<file path="config.mk">
export PLATFORM = sky130hd
export DESIGN_NAME = id_ex_hazard_stage
export DESIGN_NICKNAME = d
export VERILOG_FILES = /design/src/rtl/id_ex_hazard_stage.sv
export SDC_FILE = /design/constraint.sdc
export NUM_CORES = 1
export LEC_CHECK = 0
export CAP_MARGIN = 20
export CORE_AREA = 2 2 114 116
export CTS_BUF_LIST = sky130_fd_sc_hd__clkbuf_8 sky130_fd_sc_hd__clkbuf_16
export DETAILED_ROUTE_END_ITERATION = 12
export DIE_AREA = 0 0 116 118
export PLACE_DENSITY = 0.95
export SETUP_SLACK_MARGIN = 0.3
export SLEW_MARGIN = 20
export SYNTH_ARGS = -nofsm -noshare
export SYNTH_HDL_FRONTEND = slang
export SYNTH_SLANG_ARGS = --single-unit
</file>
<file path="constraint.sdc">
create_clock -name clk -period 6 [get_ports clk]
set_input_delay 1.8 -clock clk [delete_from_list [all_inputs] [get_ports clk]]
set_output_delay 1.8 -clock clk [all_outputs]
set_load 0.02 [all_outputs]
</file>
<file path="src/rtl/id_ex_hazard_stage.sv">
// ID/EX pipeline register with load-use hazard detection, bubble/flush
// insertion, WB-to-ID operand bypass and a saturating stall counter.
module id_ex_hazard_stage #(
  parameter int DATA_W = 32,
  parameter int REG_AW = 5,
  parameter int CNT_W  = 16
) (
  input  logic              clk,
  input  logic              reset,
  input  logic              IF_ID__Valid,
  input  logic [REG_AW-1:0] IF_ID__rs,
  input  logic [REG_AW-1:0] IF_ID__rt,
  input  logic [REG_AW-1:0] IF_ID__rd,
  input  logic [DATA_W-1:0] IF_ID__imm,
  input  logic [DATA_W-1:0] RD1,
  input  logic [DATA_W-1:0] RD2,
  input  logic              RegDst,
  input  logic              ALUSrc,
  input  logic              MemRead,
  input  logic              MemWrite,
  input  logic              MemtoReg,
  input  logic              RegWrite,
  input  logic [1:0]        ALUOp,
  input  logic              Flush,
  input  logic              MEM_WB__RegWrite,
  input  logic [REG_AW-1:0] MEM_WB__rWR,
  input  logic [DATA_W-1:0] WB_Data,
  output logic              Stall,
  output logic              ID_EX__Valid,
  output logic              ID_EX__RegWrite,
  output logic              ID_EX__MemRead,
  output logic              ID_EX__MemWrite,
  output logic              ID_EX__MemtoReg,
  output logic              ID_EX__ALUSrc,
  output logic [1:0]        ID_EX__ALUOp,
  output logic [REG_AW-1:0] ID_EX__rs,
  output logic [REG_AW-1:0] ID_EX__rt,
  output logic [REG_AW-1:0] ID_EX__rWR,
  output logic [DATA_W-1:0] ID_EX__A,
  output logic [DATA_W-1:0] ID_EX__B,
  output logic [DATA_W-1:0] ID_EX__imm,
  output logic [CNT_W-1:0]  StallCnt
);

  localparam logic [REG_AW-1:0] REG_ZERO = {REG_AW{1'b0}};
  localparam logic [DATA_W-1:0] DATA_ZERO = {DATA_W{1'b0}};
  localparam logic [CNT_W-1:0]  CNT_ONE = {{(CNT_W-1){1'b0}}, 1'b1};
  localparam logic [CNT_W-1:0]  CNT_MAX = {CNT_W{1'b1}};

  logic              hazard;
  logic              bubble;
  logic [REG_AW-1:0] rwr_next;
  logic [DATA_W-1:0] a_next;
  logic [DATA_W-1:0] b_next;

  // Load-use detection; the rt compare is conservative even when rt is not read.
  always_comb begin
    hazard = ID_EX__MemRead && (ID_EX__rt != REG_ZERO) &&
             ((ID_EX__rt == IF_ID__rs) || (ID_EX__rt == IF_ID__rt)) &&
             IF_ID__Valid;
    Stall  = hazard && !Flush;
    bubble = Flush || Stall;
  end

  // Destination select and WB bypass of the register file read data ($0 never bypassed).
  always_comb begin
    if (RegDst) begin
      rwr_next = IF_ID__rd;
    end else begin
      rwr_next = IF_ID__rt;
    end
    if (MEM_WB__RegWrite && (MEM_WB__rWR != REG_ZERO) && (MEM_WB__rWR == IF_ID__rs)) begin
      a_next = WB_Data;
    end else begin
      a_next = RD1;
    end
    if (MEM_WB__RegWrite && (MEM_WB__rWR != REG_ZERO) && (MEM_WB__rWR == IF_ID__rt)) begin
      b_next = WB_Data;
    end else begin
      b_next = RD2;
    end
  end

  // Pipeline register: reset > bubble (flush/stall) > load.
  always_ff @(posedge clk) begin
    if (reset || bubble) begin
      ID_EX__Valid    <= 1'b0;
      ID_EX__RegWrite <= 1'b0;
      ID_EX__MemRead  <= 1'b0;
      ID_EX__MemWrite <= 1'b0;
      ID_EX__MemtoReg <= 1'b0;
      ID_EX__ALUSrc   <= 1'b0;
      ID_EX__ALUOp    <= 2'b00;
      ID_EX__rs       <= REG_ZERO;
      ID_EX__rt       <= REG_ZERO;
      ID_EX__rWR      <= REG_ZERO;
      ID_EX__A        <= DATA_ZERO;
      ID_EX__B        <= DATA_ZERO;
      ID_EX__imm      <= DATA_ZERO;
    end else begin
      ID_EX__Valid <= IF_ID__Valid;
      ID_EX__A     <= a_next;
      ID_EX__B     <= b_next;
      ID_EX__imm   <= IF_ID__imm;
      // An empty ID slot carries no control or register numbers forward.
      if (IF_ID__Valid) begin
        ID_EX__RegWrite <= RegWrite;
        ID_EX__MemRead  <= MemRead;
        ID_EX__MemWrite <= MemWrite;
        ID_EX__MemtoReg <= MemtoReg;
        ID_EX__ALUSrc   <= ALUSrc;
        ID_EX__ALUOp    <= ALUOp;
        ID_EX__rs       <= IF_ID__rs;
        ID_EX__rt       <= IF_ID__rt;
        ID_EX__rWR      <= rwr_next;
      end else begin
        ID_EX__RegWrite <= 1'b0;
        ID_EX__MemRead  <= 1'b0;
        ID_EX__MemWrite <= 1'b0;
        ID_EX__MemtoReg <= 1'b0;
        ID_EX__ALUSrc   <= 1'b0;
        ID_EX__ALUOp    <= 2'b00;
        ID_EX__rs       <= REG_ZERO;
        ID_EX__rt       <= REG_ZERO;
        ID_EX__rWR      <= REG_ZERO;
      end
    end
  end

  // Saturating debug count of stall cycles.
  always_ff @(posedge clk) begin
    if (reset) begin
      StallCnt <= {CNT_W{1'b0}};
    end else if (Stall && (StallCnt != CNT_MAX)) begin
      StallCnt <= StallCnt + CNT_ONE;
    end else begin
      StallCnt <= StallCnt;
    end
  end

endmodule

</file>
* Word level (Yosys, flattened, before mapping) *
Cells that the tools add are included.
W data, S select, Z words.

cells by class
  muxes and demuxes = 3
  bitwise gates (word level) = 1
  eq/ne operators = 5
  $add $sub $neg = 1
  reduce and logical (&&, ||, !) cells = 15

operators by type and width
  cell                     number
  $mux W32                 2
  $eq A5 B5 Y1             4
  $add A16 B1 Y16 const B  1
  $ne A16 B16 Y1 const B   1
  $reduce_bool A5 Y1       2
  $logic_and A1 B1 Y1      8
  $mux W5                  1
  $logic_or A1 B1 Y1       3
  $reduce_or A2 Y1         1
  $logic_not A1 Y1         1
  $not A1 Y1               1

word-level totals
  output and inout bits = 136
  word-level logic and storage cells = 39
  input port bits = 161
  bits in registers = 135

* Logic depth before layout (Yosys ltp) *
  depth in word-level cells = 8
  gate-level depth with buffers = 7

* Worst setup path before layout *
No wires, ideal clock.

  path type = input-to-output
  from = in IF_ID__rs[2]
  to = out Stall
  slack = 1.114 ns
  stages on the path = 6
  arrival = 3.086 ns
  path buffers = 2
  cells stage by stage = xor2_1 -> nor3_2 -> a22oi_2 -> buf_2 -> buf_2 -> nor3_1

on the way
  longest elaborated chain between the ends = 5

ends and longest elaborated chain
  item                 RTL line  RTL
  start: declaration   11        input logic [REG_AW-1:0] IF_ID__rs,
  $eq A5 B5 Y1         59        ((ID_EX__rt == IF_ID__rs) || (ID_EX__rt == IF_ID__rt)) &&
  $logic_or A1 B1 Y1   59
  $logic_and A1 B1 Y1  58        hazard = ID_EX__MemRead && (ID_EX__rt != REG_ZERO) &&
  $logic_and A1 B1 Y1  59
  $logic_and A1 B1 Y1  61        Stall = hazard && !Flush;
  end: declaration     28        output logic Stall,

No other way between the ends.

* Worst setup path in the final report *
  from = in IF_ID__rt[1]
  to = out Stall

on the way
  longest elaborated chain between the ends = 5

ends and longest elaborated chain
  item                 RTL line  RTL
  start: declaration   12        input logic [REG_AW-1:0] IF_ID__rt,
  $eq A5 B5 Y1         59
  $logic_or A1 B1 Y1   59
  $logic_and A1 B1 Y1  58
  $logic_and A1 B1 Y1  59
  $logic_and A1 B1 Y1  61

No other way between the ends.

==> impl_metrics.tcl <==
set metrics [dict create \
    grt.total_usage 0.2460 \
    ctsResizeCount 0 \
    r2r-start "ID_EX__rt[0]" \
    synth_top_area_share 0.5381 \
    fin_util 0.7047 \
    avgSynthCellArea_um2 10.69 \
    regToRegSetupSlack_ns 3.75 \
    drc 0 \
    powerDensity_mw_per_mm2 268.4 \
    crit_chain "clkdlybuf4s50_1, xor2_1, nor3_2, a22oi_2, nor3_1, clkdlybuf4s50_1" \
    nFillCells 869 \
    tritoncts "built" \
    area_delta_synth_final_pct 74.19 \
    synth_area_mm2 0.005022 \
    holdPathStages 2 \
    clk_pin_slew_ns 0.06 \
    insertion_delay_ns 0.42 \
    cp.required_ns 4.20 \
    syn_inst 470 \
    die_area_mm2 0.01369 \
    p_total_mw 2.348 \
    slew_violations 0 \
    setup_viol 0 \
    start_kind "input pin" \
    post-synth-top-area-cell "dfxtp_1" \
    via_count 4592 \
    endpoint_kind "primary output" \
    drive_above_1_share 0.07207 \
    htreeDepth 4 \
    fp.dieW_um 116 \
    antenna_found_initial 0 \
    ir_drop_uv 174.8 \
    first_iter_violations 262 \
    ys_ff_latch 135 \
    crit_family "buffers and inverters" \
    seq_area_frac_synth 0.5381 \
    cpPeakStageDelay_ns 0.63 \
    hold_end "StallCnt[11]" \
    ioPinCount 297 \
    clkSinkCount 135 \
    synth_ff_type "dfxtp_1" \
    io_buffers 296 \
    ctsHoldBuffers 0 \
    hold_start "StallCnt[11]" \
    leakage_nw 3.285 \
    gp_congestion 0.8729 \
    rows 41 \
    synth_warnings 0 \
    cts_max_path_buffers 2 \
    cts_setup_buffers 0 \
    r2r_cells 7 \
    yosysUniqueCellTypes 43 \
    crit_arrival_ns 3.66 \
    rsz0062_at_grt "no" \
    core_mm2 0.01241 \
    crit_top_cell "clkdlybuf4s50_1" \
    grt_max_degree 65 \
    routedWlPerCell_um 17.90 \
    cp_max_fo 4 \
    yosysMostFrequentCell "dfxtp_1" \
    synthTopCellsByArea "dfxtp_1, mux2i_1, nor2_1, and2_1, xor2_1" \
    drt-vias-per-instance 4.839 \
    min_path_type "flip-flop to flip-flop" \
    antenna_left 0 \
    whs_ns 0.4944 \
    hold_viol_final 0 \
    finalSetupTns_ns 0 \
    worst_pin_slew_ns 0.7758 \
    fin_crit_sh 0.9106 \
    cts-root-buf "clkbuf_16" \
    diodes 0 \
    path_buf_inv 2 \
    syn-num-nets 632 \
    outcome "finished, final reports clean" \
    dp_hpwl_um 12610 \
    max_freq_mhz 183.0 \
    start_util 0.4046 \
    wirelength_um 16980 \
    fin_nets 926 \
    finalCriticalPeriod_ns 5.464 \
    grt_pass1_vias 4746 \
    r2r-end "ID_EX__rs[3]" \
    grt_first_pass_wirelength_um 25410 \
    synth-edff-count 0 \
    max_slew_margin 0.4812 \
    numCtsBuffers 17 \
    synth_common_cells "dfxtp_1, nor2_1, mux2i_1" \
    crit_type "input pin to primary output" \
    slowest_stage "clkdlybuf4s50_1" \
    overflow 0 \
    skew_ns 0.01021 \
    first_pass_iters 5 \
    cap_violations 0 \
    die_h_um 118 \
    async_reset_ff_frac 0 \
]
-- where the power goes --
group | internal, mW | switching, mW
Sequential | 0.928 | 0.0106
Clock | 0.715 | 0.388
Combinational | 0.177 | 0.129
-- flip-flops by register name, summed over array words and instances (netlist names) --
signal,cells
ID_EX__Valid,1
ID_EX__ALUOp,2
ID_EX__rWR,5
ID_EX__rt,5
ID_EX__MemtoReg,1
ID_EX__MemWrite,1
ID_EX__MemRead,1
ID_EX__ALUSrc,1
StallCnt,16
ID_EX__rs,5
ID_EX__B,32
ID_EX__A,32
ID_EX__RegWrite,1
ID_EX__imm,32
-- worst max-delay path by stage --
stage	start	end	slack, ns	depth (start not counted)
2_1_floorplan	IF_ID__rs[2]	Stall	1.11	6
3_3_place_gp	IF_ID__rt[1]	Stall	0.52	6
3_5_place_dp	IF_ID__rt[1]	Stall	0.53	6
4_1_cts	IF_ID__rt[1]	Stall	0.53	6
5_1_grt	IF_ID__rt[1]	Stall	0.47	6
6_report	IF_ID__rt[1]	Stall	0.54	6
-- per-layer routing --
metal	GRT usage	up-vias	part of all wire
li1	-	2194	-
met1	0.2470	2118	0.35
met2	0.4426	241	0.52
met3	0.08754	39	0.094
met4	0.1190	0	0.034
met5	0	-	0
-- metrics by stage --
stage | setup slack, ns | instance area, µm² | cells
final | 0.5365 | 8748 | 949
after global routing | 0.4655 | 8748 | 949
after CTS | 0.5284 | 8748 | 949
after detailed placement | 0.5332 | 8117 | 917
after global placement | 0.5216 | 8117 | 917
after floorplan | 1.114 | 5022 | 470
-- placed cells by master, fill, tap and decap left out, types with 2 or more instances in the layout --
| cell | instances |
|---|---|
| nand2b_1 | 2 |
| nor3_1 | 2 |
| nand2_2 | 2 |
| and3_1 | 19 |
| clkinv_2 | 2 |
| xor2_1 | 14 |
| or3_1 | 2 |
| and2_1 | 34 |
| clkinv_4 | 2 |
| dfxtp_1 | 135 |
| or4_1 | 11 |
| o21ai_0 | 3 |
| nand2_1 | 4 |
| xnor2_1 | 6 |
| nor2_1 | 76 |
| clkbuf_8 | 2 |
| and4_1 | 2 |
| nor3b_1 | 2 |
| o31ai_1 | 8 |
| clkbuf_16 | 17 |
| mux2_4 | 4 |
| mux2i_1 | 69 |
| nor2b_1 | 5 |
| bufinv_16 | 4 |
| and4_4 | 2 |
| nand3_1 | 7 |
| a21oi_1 | 11 |
| nand4_1 | 4 |
| inv_1 | 3 |
| nor3_2 | 3 |
| clkdlybuf4s50_1 | 296 |
| clkinvlp_4 | 2 |
| buf_4 | 5 |
| nor4_4 | 2 |
-- cells by family after synthesis --
group,Yosys count,synth area share
and+or+nand+nor,182,0.2010
DFF,135,0.5381
muxes,73,0.1495
AOI/OAI and AO/OA,31,0.04360
buffers and inverters,28,0.03039
xor gates and xnor gates,20,0.03488
adders and majority gates,1,0.002491
-- final cells by class --
cell class,count,area [µm²],area share
well taps,172,215.2,0.02460
inverters,1,3.754,0.0004291
clock buffers,19,452.9,0.05177
flip-flops and latches,135,2703,0.3089
repair buffers,302,3020,0.3453
multi-input cells,307,2175,0.2486
clock inverters,13,178.9,0.02045
-- worst min-delay path, cell delays in order (launching register included) --
cell and delay (ns):
dfxtp_1 0.33, o31ai_1 0.07, a21oi_1 0.05
No activity file was read; power rests on OpenSTA's default activity.
